$ cat config.mk
export PLATFORM = sky130hd
export DESIGN_NAME = mantissa_product_cpa
export DESIGN_NICKNAME = d
export VERILOG_FILES = /design/src/rtl/mantissa_product_cpa.sv
export SDC_FILE = /design/constraint.sdc
export NUM_CORES = 1
export LEC_CHECK = 0
export BUFFER_PORTS_ARGS = -buffer_cell sky130_fd_sc_hd__buf_2
export CORE_ASPECT_RATIO = 1.2
export CORE_MARGIN = 2
export CORE_UTILIZATION = 46
export DETAILED_ROUTE_END_ITERATION = 7
export GPL_TIMING_DRIVEN = 0
export PLACE_DENSITY_LB_ADDON = 0.2
export SLEW_MARGIN = 20
export SYNTH_ARGS = -nofsm -noshare
export SYNTH_HDL_FRONTEND = slang
export SYNTH_SLANG_ARGS = --single-unit
$ cat constraint.sdc
create_clock -name clk -period 7.4 [get_ports clk]
set_input_delay 1.48 -clock clk [delete_from_list [all_inputs] [get_ports clk]]
set_output_delay 1.48 -clock clk [all_outputs]
set_load 0.01 [all_outputs]
$ cat src/rtl/mantissa_product_cpa.sv
// Two-stage carry-propagate adder for the 28x28 mantissa product, lane-split per op.
// Define MPCPA_STICKY_EN to add the per-lane sticky output (out_sticky).
module mantissa_product_cpa #(
    parameter int W     = 56,
    parameter int TAG_W = 4
) (
    input  logic             clk,
    input  logic             rst,
    input  logic             in_valid,
    output logic             in_ready,
    input  logic [W-1:0]     in_sum,
    input  logic [W-1:0]     in_carry,
    input  logic [1:0]       in_op,
    input  logic [TAG_W-1:0] in_tag,
    output logic             out_valid,
    input  logic             out_ready,
    output logic [W-1:0]     out_prod,
    output logic [1:0]       out_op,
    output logic [TAG_W-1:0] out_tag,
    output logic [3:0]       out_msb
`ifdef MPCPA_STICKY_EN
    ,
    output logic [3:0]       out_sticky
`endif
);

    localparam int H = W / 2;
    localparam int Q = W / 4;

    logic             s1Valid_q;
    logic [H-1:0]     s1Lo_q;
    logic             s1C28_q;
    logic [H-1:0]     s1SumHi_q;
    logic [H-1:0]     s1CarryHi_q;
    logic [1:0]       s1Op_q;
    logic [TAG_W-1:0] s1Tag_q;

    logic             outValid_q;
    logic [W-1:0]     outProd_q;
    logic [1:0]       outOp_q;
    logic [TAG_W-1:0] outTag_q;
    logic [3:0]       outMsb_q;

    logic             s1Adv;
    logic             s2Adv;
    logic [1:0]       opNorm;
    logic [Q:0]       lo0Sum;
    logic             lo0Carry;
    logic [Q:0]       lo1Sum;
    logic [H-1:0]     s1Lo_d;
    logic             s1C28_d;
    logic [Q:0]       hi0Sum;
    logic             hi0Carry;
    logic [Q-1:0]     hi1Sum;
    logic [W-1:0]     outProd_d;
    logic [3:0]       outMsb_d;

    assign s2Adv    = !outValid_q || out_ready;
    assign s1Adv    = !s1Valid_q || s2Adv;
    assign in_ready = s1Adv;

    // Reserved op 11 behaves exactly like a single full-width product.
    assign opNorm   = (in_op == 2'b11) ? 2'b00 : in_op;

    assign lo0Sum   = {1'b0, in_sum[Q-1:0]} + {1'b0, in_carry[Q-1:0]};
    assign lo0Carry = lo0Sum[Q] && (opNorm != 2'b10);
    assign lo1Sum   = {1'b0, in_sum[H-1:Q]} + {1'b0, in_carry[H-1:Q]} + {{Q{1'b0}}, lo0Carry};
    assign s1Lo_d   = {lo1Sum[Q-1:0], lo0Sum[Q-1:0]};
    assign s1C28_d  = lo1Sum[Q];

    always_ff @(posedge clk) begin
        if (rst) begin
            s1Valid_q   <= 1'b0;
            s1Lo_q      <= '0;
            s1C28_q     <= 1'b0;
            s1SumHi_q   <= '0;
            s1CarryHi_q <= '0;
            s1Op_q      <= 2'b00;
            s1Tag_q     <= '0;
        end else if (s1Adv) begin
            s1Valid_q <= in_valid;
            if (in_valid) begin
                s1Lo_q      <= s1Lo_d;
                s1C28_q     <= s1C28_d;
                s1SumHi_q   <= in_sum[W-1:H];
                s1CarryHi_q <= in_carry[W-1:H];
                s1Op_q      <= opNorm;
                s1Tag_q     <= in_tag;
            end
        end
    end

    // The low-half carry only crosses into the upper half for a single full product.
    assign hi0Sum    = {1'b0, s1SumHi_q[Q-1:0]} + {1'b0, s1CarryHi_q[Q-1:0]}
                     + {{Q{1'b0}}, s1C28_q && (s1Op_q == 2'b00)};
    assign hi0Carry  = hi0Sum[Q] && (s1Op_q != 2'b10);
    assign hi1Sum    = s1SumHi_q[H-1:Q] + s1CarryHi_q[H-1:Q] + {{(Q-1){1'b0}}, hi0Carry};
    assign outProd_d = {hi1Sum, hi0Sum[Q-1:0], s1Lo_q};

    always_comb begin
        outMsb_d = 4'b0000;
        case (s1Op_q)
            2'b00:   outMsb_d = {3'b000, outProd_d[W-1]};
            2'b01:   outMsb_d = {2'b00, outProd_d[W-1], outProd_d[H-1]};
            2'b10:   outMsb_d = {outProd_d[W-1], outProd_d[H+Q-1], outProd_d[H-1], outProd_d[Q-1]};
            default: outMsb_d = 4'b0000;
        endcase
    end

    always_ff @(posedge clk) begin
        if (rst) begin
            outValid_q <= 1'b0;
            outProd_q  <= '0;
            outOp_q    <= 2'b00;
            outTag_q   <= '0;
            outMsb_q   <= 4'b0000;
        end else if (s2Adv) begin
            outValid_q <= s1Valid_q;
            if (s1Valid_q) begin
                outProd_q <= outProd_d;
                outOp_q   <= s1Op_q;
                outTag_q  <= s1Tag_q;
                outMsb_q  <= outMsb_d;
            end
        end
    end

    assign out_valid = outValid_q;
    assign out_prod  = outProd_q;
    assign out_op    = outOp_q;
    assign out_tag   = outTag_q;
    assign out_msb   = outMsb_q;

`ifdef MPCPA_STICKY_EN
    logic [3:0] outSticky_q;
    logic [3:0] outSticky_d;

    // Sticky covers everything below each lane's top 16 bits; 14-b lanes have none.
    always_comb begin
        outSticky_d = 4'b0000;
        case (s1Op_q)
            2'b00:   outSticky_d = {3'b000, |outProd_d[W-17:0]};
            2'b01:   outSticky_d = {2'b00, |outProd_d[W-17:H], |outProd_d[H-17:0]};
            default: outSticky_d = 4'b0000;
        endcase
    end

    always_ff @(posedge clk) begin
        if (rst) begin
            outSticky_q <= 4'b0000;
        end else if (s2Adv && s1Valid_q) begin
            outSticky_q <= outSticky_d;
        end
    end

    assign out_sticky = outSticky_q;
`endif

endmodule

==> results.ini <==
[status]
run_status=finished clean

[grt]
grt_pass1_wl_um=36900
grt_start_max_net_pins=17
overflow=0
grt_pass1_vias=7383
antenna_found_initial=0
grt_util_all_layers_pct=26.4

[floorplan]
fp.dieH_um=148
ios=190
start_util_pct=47.1
die_w_um=124
core-area_um2=16900
num_rows=52
die_area_um2=18300

[routing]
wl_per_cell_um=16.5
postRouteAntennaNets=0
drc=0
drtPass1Iterations=5
routed_wl_um=23500
vias_per_cell=5.42
num_vias=7707
drtIter0Drc=491

[cells_and_area]
final_util_pct=58.0
insertedDiodeCount=0
drive_gt1_share_pct=20.0
synthToLayoutAreaGrowth_pct=23.3
final-instance-count-excl-fill=1423
nFillCells=1623
nets=1377

[clock_network]
clkSlewWorstSetupHoldPaths_ps=60
clk_path_buf_depth=2
numCtsBuffers=17
cts_tree=built
cts_root_buf=clkbuf_16
postCtsSetupBuffers=0
htreeDepth=4
cts_hold_buf=0
clkLatencyLatePin_ps=430
clock_sinks=159
post_cts_resized=0

[sta]
setup_viol=0
skew_ps=8.27
fin_crit_sh_pct=67.3
tightest_slew_ps=850
max_freq_mhz=201
holdWs_ps=450
layout_min_cycle_time_ps=4980
finalSetupTns_ps=0
maxSlewHeadroom_pct=43.3
final-max-slew-violation-count=0
hold_violations=0
grt_setup_unrepaired=false

[logic_synthesis]
synth_top_area_share_pct=40.1
synth_top_cell_by_area=dfxtp_1
ys_seq_area_share_pct=40.1
syn_area_per_cell_um2=8.03
syn-num-nets=1169
synth-edff-count=0
synthTopCellsByArea=dfxtp_1 (40%), nand2_1 (12%), a21oi_1 (10%)
yosys_most_used_dff=dfxtp_1
synth_cell_type_count=64
synth-seq-cells=159
syn_area_um2=7930
yosysWarnings=0
syn_inst=988
synthArstFlopShare_pct=0

[setup_path]
crit_path_start_kind=input pin
worst-path-max-fanout=4
arrival_ps=5300
cp-end-kind=flop
worstSetupPathType=input pin to flop
required_ps=7730

[pwr]
p_leak_nw=4.39
power_w=0.00224
p_per_area_nw_per_um2=229
ir_worst_vdd_uv=176

[placed_design]
dp_hpwl_um=17900
gp_congestion=0.890
port_buffers=189
dp_cells=1393

[min_path]
hold_class=flop to flop

[run]
drv_cap=0

==> area by class of cell <==
| class | count | area, um^2 | area share, % |
|---|---|---|---|
| clock inverters | 11 | 190 | 1.94 |
| multi-input cells | 763 | 4490 | 45.9 |
| repair buffers | 189 | 946 | 9.67 |
| inverters | 17 | 63.8 | 0.653 |
| clock buffers | 19 | 443 | 4.53 |
| plain buffers | 49 | 196 | 2.01 |
| flip-flops and latches | 159 | 3180 | 32.5 |
| well taps | 216 | 270 | 2.76 |
==> logic make-up (layout without fill, tap and decap cells) <==
group / count (synthesis) / after routing / synth area share, %
DFF: 159 / 159 / 40.1
AOI/OAI and AO/OA: 292 / 292 / 22.4
muxes: 5 / 5 / 0.647
and+or+nand+nor: 380 / 380 / 20.6
buffers and inverters: 66 / 285 / 3.28
adders and majority gates: 59 / 59 / 9.97
xor gates and xnor gates: 27 / 27 / 2.98
==> cells in the mapped netlist, drive strengths merged, types with 4 or more instances <==
master	instances
dfxtp	159
clkbuf	31
nand3	17
xor2	7
nor3	11
nand2	252
or4	4
nand2b	4
o22ai	5
xnor2	20
ha	52
o211ai	4
and3	10
a21o	17
inv	17
fa	7
buf	18
or3	7
o21a	8
o21ai	35
a21oi	163
a31oi	7
nor3b	4
nor2b	11
nand4	5
a211oi	17
mux2i	4
a22o	4
nor2	43
==> per-layer routing <==
| layer | track usage, % | share of wire (%) | vias to the layer above |
|---|---|---|---|
| li1 | - | - | 3883 |
| met1 | 32.3 | 42 | 3543 |
| met2 | 46.0 | 49 | 250 |
| met3 | 5.40 | 6.4 | 31 |
| met4 | 7.90 | 2.0 | 0 |
| met5 | 0 | 0 | - |
==> per-stage QoR <==
step,setup WS [ps],cell area (um^2)
6_report,2420,9780
5_1_grt,2170,9780
4_1_cts,2470,9780
3_5_place_dp,2030,9150
3_3_place_gp,2020,9150
2_1_floorplan,2620,7930
==> sequential cells by signal (all words and copies together) (netlist names) <==
| name | cells |
|---|---|
| s1Tag_q | 4 |
| s1Op_q | 2 |
| s1Valid_q | 1 |
| s1C28_q | 1 |
| s1SumHi_q | 28 |
| out_tag | 4 |
| out_prod | 56 |
| out_op | 2 |
| s1Lo_q | 28 |
| out_valid | 1 |
| s1CarryHi_q | 28 |
| out_msb | 4 |
==> where the power goes <==
group | leakage (nW) | internal [W] | switching, W
clock network | 0.297 | 0.000602 | 0.000350
logic | 2.79 | 0.000145 | 0.000210
registers | 1.30 | 0.000907 | 0.0000305
==> cells in the final DEF, fill, tap and decap left out, types with 20 or more instances in the layout <==
| cell type | synthesis | final |
|---|---|---|
| ha_1 | 52 | 52 |
| nand2_1 | 252 | 252 |
| o21ai_0 | 31 | 31 |
| xnor2_1 | 20 | 20 |
| buf_2 | 10 | 199 |
| dfxtp_1 | 159 | 159 |
| nor2_1 | 43 | 43 |
| a21oi_1 | 161 | 161 |
| clkbuf_1 | 31 | 32 |
==> critical path, stage by stage <==
cell and delay (ps):
buf_2 80, ha_1 150, inv_1 60, fa_1 400
nor2b_1 180, o31a_1 210, o21ai_1 100, a211oi_1 230
or4_1 150, o221ai_1 120, fa_1 440, fa_1 410
nor2b_1 160, o21ai_0 150, a211oi_1 460, a21oi_1 170
xnor2_1 160, a22o_1 190
==> worst paths after layout <==
| path | startpoint | endpoint | slack [ps] | cells after the start |
|---|---|---|---|---|
| setup reg to reg | s1Op_q[0]$_SDFFE_PP0P_ | out_prod[52]$_SDFFE_PP0P_ | 2760 | 17 |
| hold reg to reg | out_prod[8]$_SDFFE_PP0P_ | out_prod[8]$_SDFFE_PP0P_ | 450 | 2 |
| setup / recovery | in_sum[0] | s1Lo_q[26]$_SDFFE_PP0P_ | 2420 | 18 |
| hold / removal | out_prod[8]$_SDFFE_PP0P_ | out_prod[8]$_SDFFE_PP0P_ | 450 | 2 |
No activity file was read; power rests on OpenSTA's default activity.
